==> src/rtl/aibnd_ioload_pkg.sv <==
// Shared types and helpers for the strobe-path dummy IO load trim sequencer.
package aibnd_ioload_pkg;

  typedef enum logic [2:0] {
    ST_IDLE   = 3'd0,
    ST_GRANT  = 3'd1,
    ST_STEP   = 3'd2,
    ST_SETTLE = 3'd3,
    ST_DONE   = 3'd4
  } ioload_st_t;

  typedef enum logic {
    OWN_CAL = 1'b0,
    OWN_OVR = 1'b1
  } ioload_own_t;

  // Requested segment counts above the number of physical segments saturate.
  function automatic int unsigned clamp_code(input int unsigned code,
                                             input int unsigned nseg);
    return (code > nseg) ? nseg : code;
  endfunction

endpackage

==> src/rtl/aibnd_ioload_therm.sv <==
// Binary segment count to thermometer enable decoder (purely combinational).
module aibnd_ioload_therm #(
  parameter  int NSEG = 8,
  localparam int CW   = $clog2(NSEG + 1)
) (
  input  logic [CW-1:0]   code_i,
  output logic [NSEG-1:0] therm_o
);

  always_comb begin
    therm_o = '0;
    for (int i = 0; i < NSEG; i++) begin
      therm_o[i] = (i < int'(code_i));
    end
  end

endmodule

==> src/rtl/aibnd_str_ioload_ctl.sv <==
// Load-trim sequencer: walks a thermometer enable bus one segment at a time
// toward a calibration or override target, with a programmable settle gap.
module aibnd_str_ioload_ctl
  import aibnd_ioload_pkg::*;
#(
  parameter  int NSEG     = 8,
  parameter  int SETTLE_W = 4,
  localparam int CW       = $clog2(NSEG + 1)
) (
  input  logic                clk,
  input  logic                rstb,
  input  logic                cal_req,
  input  logic [CW-1:0]       cal_code,
  output logic                cal_ack,
  input  logic                ovr_en,
  input  logic [CW-1:0]       ovr_code,
  input  logic [SETTLE_W-1:0] settle_cyc,
  output logic [NSEG-1:0]     load_en,
  output logic [CW-1:0]       cur_code,
  output logic                busy,
  output ioload_st_t          dbg_state
);

  localparam int unsigned NSEG_U = NSEG;

  // Handshake: cal_req is a level held with cal_code stable until a single
  // cycle cal_ack pulse; dropping cal_req early abandons the request unacked.

  ioload_st_t          state_q, state_d;
  ioload_own_t         owner_q, owner_d;
  logic [CW-1:0]       target_q, target_d;
  logic [CW-1:0]       cur_code_q, cur_code_d;
  logic [SETTLE_W-1:0] cnt_q, cnt_d;
  logic [NSEG-1:0]     load_en_q, therm_d;
  logic                cal_ack_q, ack_d;
  logic                busy_q;

  logic [CW-1:0]       cal_tgt, ovr_tgt, step_code, dec_code, dec_target;
  ioload_st_t          dec_state;
  ioload_own_t         dec_owner;

  assign cal_tgt   = CW'(clamp_code(32'(cal_code), NSEG_U));
  assign ovr_tgt   = CW'(clamp_code(32'(ovr_code), NSEG_U));
  assign step_code = (cur_code_q < target_q) ? cur_code_q + CW'(1)
                                             : cur_code_q - CW'(1);
  assign dec_code  = (state_q == ST_STEP) ? step_code : cur_code_q;

  // Step decision: override preempts a calibration owner, a withdrawn
  // calibration request abandons in place, otherwise continue or finish.
  always_comb begin
    dec_owner  = owner_q;
    dec_target = target_q;
    dec_state  = ST_STEP;
    if (owner_q == OWN_CAL && ovr_en) begin
      dec_owner  = OWN_OVR;
      dec_target = ovr_tgt;
    end
    if (owner_q == OWN_CAL && !ovr_en && !cal_req) begin
      dec_state = ST_IDLE;
    end else if (dec_code == dec_target) begin
      dec_state = ST_DONE;
    end
  end

  always_comb begin
    state_d    = state_q;
    owner_d    = owner_q;
    target_d   = target_q;
    cur_code_d = cur_code_q;
    cnt_d      = cnt_q;
    ack_d      = 1'b0;
    unique case (state_q)
      ST_IDLE: begin
        if (ovr_en) begin
          state_d = ST_GRANT;
          owner_d = OWN_OVR;
        end else if (cal_req) begin
          state_d = ST_GRANT;
          owner_d = OWN_CAL;
        end
      end
      ST_GRANT: begin
        target_d = (owner_q == OWN_OVR) ? ovr_tgt : cal_tgt;
        state_d  = (cur_code_q == target_d) ? ST_DONE : ST_STEP;
      end
      ST_STEP: begin
        cur_code_d = step_code;
        if (settle_cyc == '0) begin
          state_d  = dec_state;
          owner_d  = dec_owner;
          target_d = dec_target;
        end else begin
          state_d = ST_SETTLE;
          cnt_d   = settle_cyc;
        end
      end
      ST_SETTLE: begin
        if (cnt_q <= SETTLE_W'(1)) begin
          state_d  = dec_state;
          owner_d  = dec_owner;
          target_d = dec_target;
        end else begin
          cnt_d = cnt_q - SETTLE_W'(1);
        end
      end
      ST_DONE: begin
        ack_d   = (owner_q == OWN_CAL);
        state_d = ST_IDLE;
      end
      default: state_d = ST_IDLE;
    endcase
  end

  aibnd_ioload_therm #(.NSEG(NSEG)) u_therm (
    .code_i  (cur_code_d),
    .therm_o (therm_d)
  );

  always_ff @(posedge clk or negedge rstb) begin
    if (!rstb) begin
      state_q    <= ST_IDLE;
      owner_q    <= OWN_CAL;
      target_q   <= '0;
      cur_code_q <= '0;
      cnt_q      <= '0;
      load_en_q  <= '0;
      cal_ack_q  <= 1'b0;
      busy_q     <= 1'b0;
    end else begin
      state_q    <= state_d;
      owner_q    <= owner_d;
      target_q   <= target_d;
      cur_code_q <= cur_code_d;
      cnt_q      <= cnt_d;
      load_en_q  <= therm_d;
      cal_ack_q  <= ack_d;
      busy_q     <= (state_d != ST_IDLE);
    end
  end

  assign load_en   = load_en_q;
  assign cur_code  = cur_code_q;
  assign cal_ack   = cal_ack_q;
  assign busy      = busy_q;
  assign dbg_state = state_q;

endmodule

==> config.mk <==
export PLATFORM = sky130hd
export DESIGN_NAME = aibnd_str_ioload_ctl
export DESIGN_NICKNAME = d
export VERILOG_FILES = /design/src/rtl/aibnd_ioload_pkg.sv /design/src/rtl/aibnd_ioload_therm.sv /design/src/rtl/aibnd_str_ioload_ctl.sv
export SDC_FILE = /design/constraint.sdc
export NUM_CORES = 1
export LEC_CHECK = 0
export CAP_MARGIN = 10
export CORE_MARGIN = 8
export CORE_UTILIZATION = 40
export CTS_CLUSTER_DIAMETER = 200
export DETAILED_ROUTE_END_ITERATION = 8
export PLACE_DENSITY = 0.73
export SYNTH_ARGS = -nofsm -noshare
export SYNTH_HDL_FRONTEND = slang
export SYNTH_SLANG_ARGS = --single-unit
==> constraint.sdc <==
create_clock -name clk -period 7.26 [get_ports clk]
set_input_delay 0.726 -clock clk [delete_from_list [all_inputs] [get_ports clk]]
set_output_delay 0.726 -clock clk [all_outputs]
set_load 0.03 [all_outputs]
==> results.sh <==
export IMPL_critical_path_required_ps=7410
export IMPL_syn_instance_count=183
export IMPL_clk_transition_reported_paths_ps=90
export IMPL_via_count=1381
export IMPL_cts_buffers_inserted=3
export IMPL_worstReg2RegEnd="busy"
export IMPL_fin_area_mm2=0.00208
export IMPL_route_final_wire_length_um=3910
export IMPL_antennaDiodeCount=0
export IMPL_postSynth_asyncResetShare=1.00
export IMPL_route_antenna_remaining_nets=0
export IMPL_antenna_found_initial=0
export IMPL_synth_net_count=207
export IMPL_critical_path_arrival_ps=3510
export IMPL_routabilityCongestion=0.797
export IMPL_fmax_mhz=297
export IMPL_timing_reg2reg_setup_slack_ps=3890
export IMPL_boundary_pins=33
export IMPL_synth_ff_latch_count=25
export IMPL_synth_edff_count=0
export IMPL_detail_route_iter0_violations=88
export IMPL_setup_viol_count_final=0
export IMPL_final_std_cells_w_o_fill=264
export IMPL_layout_nets=239
export IMPL_fin_tns_setup_ps=0
export IMPL_dieArea_mm2=0.00652
export IMPL_ctsLongestPathBuffers=2
export IMPL_hold_ws_ps=551
export IMPL_synth_cell_type_count=49
export IMPL_die_h_um=80.7
export IMPL_cap_viol_max_count=0
export IMPL_max_stage_delay_ps=490
export IMPL_crit_path_end_kind="register"
export IMPL_placedInstanceArea_mm2=0.00203
export IMPL_drt_drc_violations_left=0
export IMPL_ys_flop_type="dfrtp_1"
export IMPL_ctsResizeCount=0
export IMPL_worstMarginPinSlew_ps=702
export IMPL_sequential_to_total_area_share_from_yosys_stat=0.373
export IMPL_timing_critical_path_from="cur_code[1]"
export IMPL_wl_per_cell_um=14.8
export IMPL_crit_fanout=9
export IMPL_cts_tree="yes"
export IMPL_finalHoldViolations=0
export IMPL_slew_headroom=0.528
export IMPL_io_buffers=32
export IMPL_cts_post_setup_buffers_inserted=0
export IMPL_layout_worst_path_cycle_share=0.464
export IMPL_fin_skew_ps=8.59
export IMPL_drt_first_pass_iters=4
export IMPL_final_layout_size_suffix_gt1_frac=0.0654
export IMPL_timing_critical_path_cells="ha_1, a2111o_1, o21a_2, ha_1, xnor2_1, mux2i_1, xnor2_1, nand3_1, o31a_1, or3_1"
export IMPL_worst_hold_startpoint="cnt_q[3]"
export IMPL_worstRegToRegCells=10
export IMPL_global_route_overflow_total=0
export IMPL_setup_worst_path_class="reg2reg"
export IMPL_placed_cells=260
export IMPL_rsz0062_at_grt="false"
export IMPL_hold_buffers=0
export IMPL_run_status="finished clean"
export IMPL_critPathLaunchType="register"
export IMPL_mean_instance_size_in_the_synthesized_netlist_um2=9.16
export IMPL_worstHoldPathType="reg2reg"
export IMPL_clk_latency_worst_skew_pair_ps=270
export IMPL_dpl_hpwl_um=2980
export IMPL_cp_endpoint="busy"
export IMPL_grt_start_max_net_pins=26
export IMPL_core_area_mm2=0.00403
export IMPL_slew_viol_final=0
export IMPL_period_minus_slack_ps=3370
export IMPL_vias_per_cell=5.23
export IMPL_synthesis_area_mm2=0.00168
export IMPL_critical_path_reg2reg_startpoint="cur_code[1]"
export IMPL_cts_sinks=25
export IMPL_first_pass_grt_wire_length_um=6640
export IMPL_crit_path_top_delay_cell="mux2i_1"
export IMPL_fp_dieW_um=80.7
export IMPL_initial_utilization=0.416
export IMPL_cts_root_buffer="clkbuf_8"
export IMPL_synthesis_yosys_warnings=0
export IMPL_area_growth_syn_to_layout_pct=24.0
export IMPL_grt_usage=0.126
export IMPL_fp_row_count=23
export IMPL_cts_htree_levels=1
export IMPL_first_global_vias=1394
placed cells by master (no fill, tap or decap), types with 3 or more instances in the layout:
cell type         n
dfrtp_1          25
nand3_1           6
a32oi_1           3
clkbuf_8          3
nor3b_1           3
mux2i_1           3
o21ai_0          20
clkdlybuf4s50_1  32
nor2_1           17
xnor2_1           8
nand2_1          13
ha_1              7
and3b_1           3
nor3_1            4
nor2b_1           7
a21oi_1          10
inv_1            13
flip-flops by register name, indices dropped and copies added (netlist names):
| register | cells |
|---|---|
| target_q | 4 |
| cur_code | 4 |
| cnt_q | 4 |
| load_en | 7 |
| owner_q | 1 |
| dbg_state | 3 |
| cal_ack | 1 |
| busy | 1 |
synthesized netlist by cell type (all sizes together) (2+ instances only):
cell type   n  area, um2
a31oi       2       12.5
or3         2       12.5
nand2b      2       12.5
o21ai      20        100
nor2b       7       43.8
nand2      13       48.8
o31a        2       17.5
dfrtp      25        626
buf         5       28.8
nor3b       4       41.3
xnor2      10        114
nor2       17       63.8
a21o        2       15.0
nand3       6       30.0
ha          7       87.6
nor3        4       20.0
inv        13       48.8
a21oi      11       58.8
and3b       3       26.3
a32oi       3       26.3
mux2        2       26.3
o21a        2       16.3
mux2i       3       30.0
logic make-up (layout without fill, tap and decap cells):
group                      Yosys count  after routing  share of synthesized area
buffers and inverters               19             50                     0.0485
muxes                                5              5                     0.0336
xor gates and xnor gates            11             11                     0.0776
AOI/OAI and AO/OA                   51             51                      0.196
and+or+nand+nor                     64             64                      0.207
adders and majority gates            8              8                     0.0642
DFF                                 25             25                      0.373
worst min-delay path by stage:
| stage | cells past startpoint | end |
|---|---|---|
| after CTS | 1 | cnt_q[3] |
| after global routing | 1 | target_q[0] |
| after global placement | 1 | cnt_q[3] |
| final | 1 | cnt_q[3] |
| after detailed placement | 1 | cnt_q[3] |
| after floorplan | 0 | busy |
layer usage:
layer | global-route usage | share of wire | vias to the layer above
li1 | - | - | 709
met1 | 0.174 | 0.49 | 638
met2 | 0.194 | 0.44 | 34
met3 | 0.0342 | 0.074 | 0
met4 | 0.0214 | 0 | 0
met5 | 0 | 0 | -
stage by stage:
stage	utilization	worst slack [ps]
after floorplan	-	4020
after global placement	0.505	4050
after detailed placement	0.505	3940
after CTS	0.516	3910
after global routing	0.516	3750
final	0.516	3890
layout make-up:
| type | instances | area, um2 |
|---|---|---|
| Clock buffer | 4 | 45.0 |
| Inverter | 13 | 48.8 |
| Tap cell | 50 | 62.6 |
| Multi-Input combinational cell | 139 | 970 |
| Sequential cell | 25 | 626 |
| Timing Repair Buffer | 33 | 328 |
| Fill cell | 385 | 1950 |
critical path: cells and delay by family (launching register included):
| kind | cells | cell delay [ps] |
|---|---|---|
| AOI/OAI and AO/OA | 3 | 810 |
| and+or+nand+nor | 2 | 470 |
| xor gates and xnor gates | 2 | 330 |
| DFF | 1 | 480 |
| adders and majority gates | 2 | 660 |
| muxes | 1 | 490 |
Power is not shown: default switching activity piles up to over one toggle a cycle in this logic, so the estimate is an artifact.
